--- src/rtl/doppio_pkg.sv ---
// doppio_pkg -- shared definitions for the stream serializer.
//   STREAM_W       : default bits per stream word
//   stream_word_t  : one stream word, bit 0 is the first bit put on the wire
//   ser_state_e    : serializer FSM states (IDLE, SHIFT)
//   ptr_width()    : pointer width for a buffer of n entries (never zero)
package doppio_pkg;

  localparam int STREAM_W = 64;

  typedef logic [0:STREAM_W-1] stream_word_t;

  typedef enum logic {
    IDLE  = 1'b0,
    SHIFT = 1'b1
  } ser_state_e;

  // A one-entry buffer still needs a 1-bit pointer to keep the vectors legal.
  function automatic int ptr_width(input int n);
    return (n > 1) ? $clog2(n) : 1;
  endfunction

endpackage

--- src/rtl/stream_serializer_word_fifo.sv ---
// word_fifo -- small FIFO of stream words between the upstream stage and the
// serializer. Head word is readable combinationally so the serializer can load
// it on the same edge it pops, keeping words back-to-back on the wire.
// Ports:
//   clk, srst        : clock, synchronous active-high reset (pointers, count)
//   push, push_data  : write push_data at the tail (ignored when full)
//   pop              : drop the head word (ignored when empty)
//   head_data        : current head word
//   count            : number of stored words, 0..DEPTH
//   full, empty      : count == DEPTH, count == 0
module word_fifo
  import doppio_pkg::*;
#(
  parameter int WORD_W = STREAM_W,
  parameter int DEPTH  = 2,
  parameter int CNT_W  = $clog2(DEPTH + 1)
) (
  input  logic              clk,
  input  logic              srst,
  input  logic              push,
  input  logic [0:WORD_W-1] push_data,
  input  logic              pop,
  output logic [0:WORD_W-1] head_data,
  output logic [CNT_W-1:0]  count,
  output logic              full,
  output logic              empty
);

  localparam int PTR_W = ptr_width(DEPTH);

  logic [0:WORD_W-1] mem_q [DEPTH];
  logic [PTR_W-1:0]  wr_ptr_q, wr_ptr_d;
  logic [PTR_W-1:0]  rd_ptr_q, rd_ptr_d;
  logic [CNT_W-1:0]  count_q, count_d;
  logic              do_push, do_pop;

  // Pointers wrap explicitly so non-power-of-two depths stay correct.
  function automatic logic [PTR_W-1:0] next_ptr(input logic [PTR_W-1:0] p);
    return (p == PTR_W'(DEPTH - 1)) ? '0 : p + PTR_W'(1);
  endfunction

  assign full      = (count_q == CNT_W'(DEPTH));
  assign empty     = (count_q == '0);
  assign count     = count_q;
  assign head_data = mem_q[rd_ptr_q];
  assign do_push   = push && !full;
  assign do_pop    = pop && !empty;

  always_comb begin
    wr_ptr_d = wr_ptr_q;
    rd_ptr_d = rd_ptr_q;
    count_d  = count_q;
    if (do_push) begin
      wr_ptr_d = next_ptr(wr_ptr_q);
    end
    if (do_pop) begin
      rd_ptr_d = next_ptr(rd_ptr_q);
    end
    // Simultaneous push and pop leaves the occupancy unchanged.
    case ({do_push, do_pop})
      2'b10:   count_d = count_q + CNT_W'(1);
      2'b01:   count_d = count_q - CNT_W'(1);
      default: count_d = count_q;
    endcase
  end

  always_ff @(posedge clk) begin
    if (srst) begin
      wr_ptr_q <= '0;
      rd_ptr_q <= '0;
      count_q  <= '0;
    end else begin
      wr_ptr_q <= wr_ptr_d;
      rd_ptr_q <= rd_ptr_d;
      count_q  <= count_d;
    end
  end

  // Storage carries no reset; stale entries are unreachable once count is 0.
  always_ff @(posedge clk) begin
    if (do_push) begin
      mem_q[wr_ptr_q] <= push_data;
    end
  end

endmodule

--- src/rtl/stream_serializer.sv ---
// stream_serializer -- buffers stream words and shifts them out one bit per
// cycle, IN[0] first, with no gap between consecutive buffered words.
// Ports:
//   D_CLK            : clock, all state on the rising edge
//   D_RST            : synchronous active-high reset, overrides everything
//   D_OFF            : pause; freezes the shifter, the buffer keeps accepting
//   IN, IN_VALID     : upstream word and its valid flag
//   IN_READY         : buffer has room this cycle (low during reset)
//   BIT_OUT          : current serial bit (0 while idle)
//   BIT_VALID        : BIT_OUT is consumed at the next edge
//   WORD_DONE        : this cycle carries the last bit of a word
//   LED_0/1/2        : busy, buffer full, toggles once per completed word
module stream_serializer
  import doppio_pkg::*;
#(
  parameter int STREAM_W = doppio_pkg::STREAM_W,
  parameter int DEPTH    = 2
) (
  input  logic                D_CLK,
  input  logic                D_RST,
  input  logic                D_OFF,
  input  logic [0:STREAM_W-1] IN,
  input  logic                IN_VALID,
  output logic                IN_READY,
  output logic                BIT_OUT,
  output logic                BIT_VALID,
  output logic                WORD_DONE,
  output logic                LED_0,
  output logic                LED_1,
  output logic                LED_2
);

  localparam int CNT_W    = $clog2(DEPTH + 1);
  localparam int BITCNT_W = $clog2(STREAM_W);

  ser_state_e          state_q, state_d;
  logic [0:STREAM_W-1] sreg_q, sreg_d;
  logic [BITCNT_W-1:0] bit_cnt_q, bit_cnt_d;
  logic                led2_q, led2_d;

  logic                fifo_push;
  logic                fifo_pop;
  logic [0:STREAM_W-1] fifo_head;
  logic [CNT_W-1:0]    fifo_count;
  logic                fifo_full;
  logic                fifo_empty;
  logic                bit_valid;
  logic                word_done;

  // Ready depends only on occupancy: a full buffer refuses even on a pop edge.
  assign IN_READY  = !D_RST && (fifo_count < CNT_W'(DEPTH));
  assign fifo_push = IN_VALID && IN_READY;

  word_fifo #(
    .WORD_W (STREAM_W),
    .DEPTH  (DEPTH),
    .CNT_W  (CNT_W)
  ) u_word_fifo (
    .clk       (D_CLK),
    .srst      (D_RST),
    .push      (fifo_push),
    .push_data (IN),
    .pop       (fifo_pop),
    .head_data (fifo_head),
    .count     (fifo_count),
    .full      (fifo_full),
    .empty     (fifo_empty)
  );

  always_comb begin
    state_d   = state_q;
    sreg_d    = sreg_q;
    bit_cnt_d = bit_cnt_q;
    led2_d    = led2_q;
    fifo_pop  = 1'b0;
    bit_valid = 1'b0;
    word_done = 1'b0;

    if (state_q == IDLE) begin
      if (!fifo_empty && !D_OFF) begin
        fifo_pop  = 1'b1;
        sreg_d    = fifo_head;
        bit_cnt_d = '0;
        state_d   = SHIFT;
      end
    end else begin
      bit_valid = !D_OFF;
      word_done = bit_valid && (bit_cnt_q == BITCNT_W'(STREAM_W - 1));
      if (bit_valid) begin
        // Index 0 is the MSB of a [0:W-1] vector, so << moves toward bit 0.
        sreg_d    = sreg_q << 1;
        bit_cnt_d = bit_cnt_q + BITCNT_W'(1);
      end
      if (word_done) begin
        led2_d = !led2_q;
        // Chain straight into the next buffered word to avoid a bubble.
        if (!fifo_empty) begin
          fifo_pop  = 1'b1;
          sreg_d    = fifo_head;
          bit_cnt_d = '0;
        end else begin
          state_d = IDLE;
        end
      end
    end
  end

  always_ff @(posedge D_CLK) begin
    if (D_RST) begin
      state_q   <= IDLE;
      sreg_q    <= '0;
      bit_cnt_q <= '0;
      led2_q    <= 1'b0;
    end else begin
      state_q   <= state_d;
      sreg_q    <= sreg_d;
      bit_cnt_q <= bit_cnt_d;
      led2_q    <= led2_d;
    end
  end

  assign BIT_OUT   = (state_q == SHIFT) ? sreg_q[0] : 1'b0;
  assign BIT_VALID = bit_valid;
  assign WORD_DONE = word_done;
  assign LED_0     = (state_q == SHIFT);
  assign LED_1     = fifo_full;
  assign LED_2     = led2_q;

endmodule

--- config.mk ---
export PLATFORM = sky130hd
export DESIGN_NAME = stream_serializer
export DESIGN_NICKNAME = d
export VERILOG_FILES = /design/src/rtl/doppio_pkg.sv /design/src/rtl/stream_serializer_word_fifo.sv /design/src/rtl/stream_serializer.sv
export SDC_FILE = /design/constraint.sdc
export NUM_CORES = 1
export LEC_CHECK = 0
export ABC_CLOCK_PERIOD_IN_PS = 6900
export CORE_MARGIN = 4
export CORE_UTILIZATION = 45
export DETAILED_ROUTE_END_ITERATION = 8
export PLACE_DENSITY = 0.64
export SYNTH_ARGS = -nofsm -noshare
export SYNTH_HDL_FRONTEND = slang
export SYNTH_SLANG_ARGS = --single-unit
--- constraint.sdc ---
create_clock -name D_CLK -period 6.9 [get_ports D_CLK]
set_input_delay 1.035 -clock D_CLK [delete_from_list [all_inputs] [get_ports D_CLK]]
set_output_delay 1.035 -clock D_CLK [all_outputs]
set_load 0.01 [all_outputs]
-- Yosys cells after proc, flatten, opt, wreduce, memory -nomap -nowiden
Memory sizes are Yosys's and may differ from the RTL's. A register that Yosys moved wholly into a read port is not among the register bits.
Cells that the tools add are included.
- $lt $le $gt $ge: 1
- div/mod/pow operators: 0
- reductions and logical operators: 15
- bitwise operators: 0
- add/sub/neg operators: 5
- multipliers: 0
- equality and inequality tests: 4
- shift operators: 0
- muxes and demuxes: 26
- operator list (operator ; number):
    $mux W64 ; 5
    $mux W6 ; 5
    $mux W1 ; 15
    $add A6 B1 Y6 const B ; 1
    $eq A6 B6 Y1 const B ; 1
    $logic_and A1 B1 Y1 ; 6
    $logic_not A1 Y1 ; 5
    $eq A2 B2 Y1 const B ; 2
    $pmux W2 S2 ; 1
    $reduce_bool A2 Y1 ; 2
    $add A1 B1 Y1 const B ; 2
    $add A2 B1 Y2 const B ; 1
    $eq A2 B1 Y1 const B ; 1
    $logic_not A2 Y1 ; 1
    $lt A2 B2 Y1 const B ; 1
    $reduce_and A2 Y1 ; 1
    $sub A2 B1 Y2 const B ; 1
- bits in writable memories: 128
- latch bits: 0
- memories: 1
- bits in read-only memories: 0
- flip-flop bits (word level): 76
- input port bits: 68
- word-level logic and storage cells: 59
- memories (name ; depth ; bits a word ; read ports ; clocked after Yosys merged registers in ; write ports ; RTL line ; source):
    u_word_fifo.mem_q ; 2 ; 64 ; 1 ; 1 ; 1 ; stream_serializer_word_fifo.sv:31 ; logic [0:WORD_W-1] mem_q [DEPTH];

-- Longest topological paths before layout
- depth after elaboration: 8
- gate-level depth with buffers: 8
- mapped depth without buffers: 7

-- By module
A second synthesis with hierarchy kept.
- cells, all modules: 633
- area total of the unflattened synthesis: 8346.8 um2
- by module, submodules not included (module ; instances ; cells an instance ; area each (um2) ; seq. area each (um2)):
    word_fifo ; 1 ; 225 ; 4823.4 ; 3943.8
    stream_serializer ; 1 ; 408 ; 3523.4 ; 1441.4

-- Worst setup path before layout
Ideal clock, no wire load.
- path type: input to register
- start: in D_RST
- end: mem u_word_fifo.mem_q[0][0] (netlist name) (enable)
- path slack: 2.112 ns
- setup time: 0.486 ns
- stages on the path: 4
- required time: 6.414 ns
- path buffers: 1
- data arrival time: 4.302 ns
- cell sequence: clkbuf_1 > nor2_1 > nand2_1 > nor2_1
- cells in the longest elaborated chain, start to end: 6
- RTL lines (item ; RTL line ; source):
    from (decl) ; stream_serializer.sv:20 ; input logic D_RST,
    $logic_not A1 Y1 ; stream_serializer.sv:51 ; assign IN_READY = !D_RST && (fifo_count < CNT_W'(DEPTH));
    $logic_and A1 B1 Y1 ; stream_serializer.sv:51 ;
    net IN_READY ; stream_serializer.sv:24 ; output logic IN_READY,
    $logic_and A1 B1 Y1 ; stream_serializer.sv:52 ; assign fifo_push = IN_VALID && IN_READY;
    $logic_and A1 B1 Y1 ; stream_serializer_word_fifo.sv:46 ; assign do_push = push && !full;
    $mux W1 ; stream_serializer_word_fifo.sv:81 ; if (do_push) begin
    $mux W1 (not written as such) ; stream_serializer_word_fifo.sv:82 ; mem_q[wr_ptr_q] <= push_data;
    to (decl) ; stream_serializer_word_fifo.sv:31 ;
The timed path passes the listed nets, and every way through them passes these cells.

-- Worst setup path after layout
- start: in D_OFF
- end: out WORD_DONE
- cells in the longest elaborated chain, start to end: 3
- RTL lines (item ; RTL line ; source):
    from (decl) ; stream_serializer.sv:21 ; input logic D_OFF,
    $logic_not A1 Y1 ; stream_serializer.sv:87 ; bit_valid = !D_OFF;
    $logic_and A1 B1 Y1 ; stream_serializer.sv:88 ; word_done = bit_valid && (bit_cnt_q == BITCNT_W'(STREAM_W - 1));
    $mux W1 ; stream_serializer.sv:79 ; if (state_q == IDLE) begin
    to (decl) ; stream_serializer.sv:27 ; output logic WORD_DONE,
No other way between the ends.

==> results.md <==
* RSZ-0062 raised after global routing: false
* Grt total ovfl at 0
* Fill count at 1416
* Pwr dens at 358 mW/mm^2
* Synthesized instance count at 593
* Clock Pin Slew Worst Setup and Hold Paths at 60 ps
* P_int at 2.47 mW
* YS warnings at 0
* Synth-to-layout area growth at 18.2%
* Crit. Startpoint: D_OFF
* Worst Setup Path Type: in -> out
* Total track usage at 15.1%
* Mapped Area at 0.00813 mm^2
* Setup tns final at 0 ps
* Post-DP HPWL at 9.17 mm
* Nets at 720
* DIE AREA at 0.0203 mm^2
* Fin. Hold Viols at 0
* Root Buffer: clkbuf_16
* Final Max Slew Viols at 0
* WL per Instance at 17.4 um
* Die Ht at 142 um
* Comb pwr share at 20.0%
* Crit Reg-Reg Startpoint: u_word_fifo.count[0]
* M1 GR Usage at 19.3%
* CP max stage delay at 610 ps
* First-pass GRT wire length at 25.3 mm
* DRC violations left at 0
* Clk network pwr share at 32.6%
* Die W at 142 um
* Final worst-path cycle share at 60.0%
* Seq cells post-synth at 205
* Post-synth EDFFs at 128
* Worst-margin pin slew at 1280 ps
* P_sw at 0.967 mW
* DRT antenna net count at 0
* Drt first pass iters at 5
* Netlist cell types at 46
* Met3 Use GR at 2.79%
* Pin count of the biggest net entering global routing at 65
* Critical-path maximum fanout at 20
* IO Port Bufs at 74
* R2R cell count at 5
* GR Util met2 at 26.3%
* Status: completed
* Vias at 5143
* Number of global-route vias before repair at 5209
* Worst EP arrival at 3100 ps
* Vias per cell at 5.77
* Max VDD drop at 0.000281 V
* CTS Hold Bufs at 0
* Commonest non-fill, non-tap cells in the layout: edfxtp_1 (128), dfxtp_1 (76), clkdlybuf4s50_1 (74), a21oi_1 (69), mux2i_1 (51)
* Crit path to: WORD_DONE
* # Post-CTS Setup Buffers at 0
* Initial antenna violation count at 0
* Initial cell density of the core at 46.5%
* Post-synth ARST share at 0%
* CP required at 5860 ps
* GPL Wtd Cong at 0.772
* # Max-Cap Violations at 0
* Fmax at 0.242 GHz
* Setup crit start kind: primary input
* CTS tree: done
* IO Count at 75
* Crit Reg-Reg Endpoint: u_word_fifo.count[1]
* CTS max path bufs at 3
* Clock Sinks at 205
* Worst Setup End Kind: output port
* Crit-path cells: clkdlybuf4s50_1 > nand4b_4 > nor3_1 > clkdlybuf4s50_1
* Setup violators final at 0
* Worst slew margin at 14.5%
* Diodes inserted at 0
* Core Rows at 48
* Mean post-synth cell area at 13.7 um^2
* WL final at 15.5 mm
* Sequential share of the synthesized area at 66.2%
* Worst hold path type: reg -> reg
* Switching share of total power at 28.1%
* Min Tclk post-route at 4140 ps
* Worst Setup Slack, final at 2760 ps
* Core Region at 0.0175 mm^2
* Busiest grt layer: met2
* Slowest stage cell, crit path: clkdlybuf4s50_1
* Post-CTS sizing at 0
* Worst-Skew Late Latency at 490 ps
* Leak Pwr at 3.11 nW
* Final worst clock skew at 13.2 ps
* Crit path top cell by count: clkdlybuf4s50_1
* R2r setup slk at 4210 ps
* Syn_nets at 663
* Initial DRC count at 334
* Layout cells sized above 1 at 9.31%
* Worst slack, placed at 2750 ps
* Flop pwr share at 47.4%
* Clock H-tree levels at 1
* Commonest non-fill, non-tap cell in the layout: edfxtp_1
* Top_reg_cell synth: edfxtp_1
* Inserted Clock Buffers at 22
* Hold Crit Depth at 2
==> critical path: cells and delay by family <==
family | cells | cell delay (ps)
buffers and inverters | 2 | 1170
and+or+nand+nor | 2 | 890
==> kinds of logic after synthesis <==
| family | synth area share (%) |
|---|---|
| xor+xnor | 0.647 |
| mux | 8.22 |
| flops | 66.2 |
| buf+inv | 3.86 |
| fa+ha+maj | 0.308 |
| simple gates | 5.70 |
| compound gates | 15.0 |
==> registers in the layout (all words and copies together) (netlist names), named ones only <==
register	flops
u_word_fifo.rd_ptr_q	1
LED_2	1
u_word_fifo.count	2
LED_0	1
bit_cnt_q	6
u_word_fifo.mem_q	128
sreg_q	64
u_word_fifo.wr_ptr_q	1
==> final cells by class <==
| cell class | instances | area, um^2 | area share (%) |
|---|---|---|---|
| multi-input combinational | 337 | 2440 | 25.4 |
| clock buffer | 31 | 606 | 6.30 |
| clock inverter | 9 | 90.1 | 0.937 |
| sequential | 205 | 5390 | 56.1 |
| timing repair buffer | 81 | 793 | 8.25 |
| tap | 225 | 282 | 2.93 |
| inverter | 3 | 11.3 | 0.117 |
==> worst min-delay path by stage <==
stage	from	endpoint	slack, ps
after floorplan	bit_cnt_q[1]	bit_cnt_q[1]	450
after CTS	bit_cnt_q[1]	bit_cnt_q[1]	480
after global routing	bit_cnt_q[1]	bit_cnt_q[1]	510
final	bit_cnt_q[1]	bit_cnt_q[1]	480
after detailed placement	bit_cnt_q[1]	bit_cnt_q[1]	470
after global placement	bit_cnt_q[1]	bit_cnt_q[1]	470
==> power by group through the flow <==
stage,registers [mW],clock network [mW],logic (mW)
floorplan,1.56,0,0.613
global placement,1.65,0,0.665
detailed placement,1.66,0,0.692
CTS,1.63,1.15,0.696
global route,1.65,1.20,0.769
finish,1.63,1.12,0.690
==> Yosys cell counts, types with 4 or more instances <==
cell type  count  share of area (%)
edfxtp_1     128                 47
clkbuf_1      14               0.65
o22ai_1       19                1.5
o221ai_1      33                3.6
nor3_1        38                2.3
nand2_1       16               0.74
a22oi_1       20                1.8
or3_1          4               0.31
o32ai_1       11                1.2
a21oi_1       69                4.2
buf_6         12                1.7
nor2_1        13               0.60
dfxtp_1       77                 19
buf_2         20                1.2
mux2i_1       51                6.3
mux2_2        14                1.9
o211a_1       11                1.4
==> through the flow <==
stage / std cells / power [mW] / cell area [um^2] / hold slack (ps) / utilization (%)
global placement: 851 / 2.31 / 8920 / 473 / 51.0
detailed placement: 851 / 2.35 / 8920 / 470 / 51.0
floorplan: 593 / 2.17 / 8130 / 453 / -
CTS: 891 / 3.47 / 9610 / 482 / 55.0
global route: 891 / 3.62 / 9610 / 506 / 55.0
finish: 891 / 3.44 / 9610 / 484 / 55.0
==> routing by layer <==
layer | wire, um | up-vias
met5 | 0 | -
met4 | 346 | 0
met3 | 757 | 27
met2 | 7880 | 130
met1 | 6500 | 2528
li1 | - | 2458
Power figures use the tool's default switching activity.
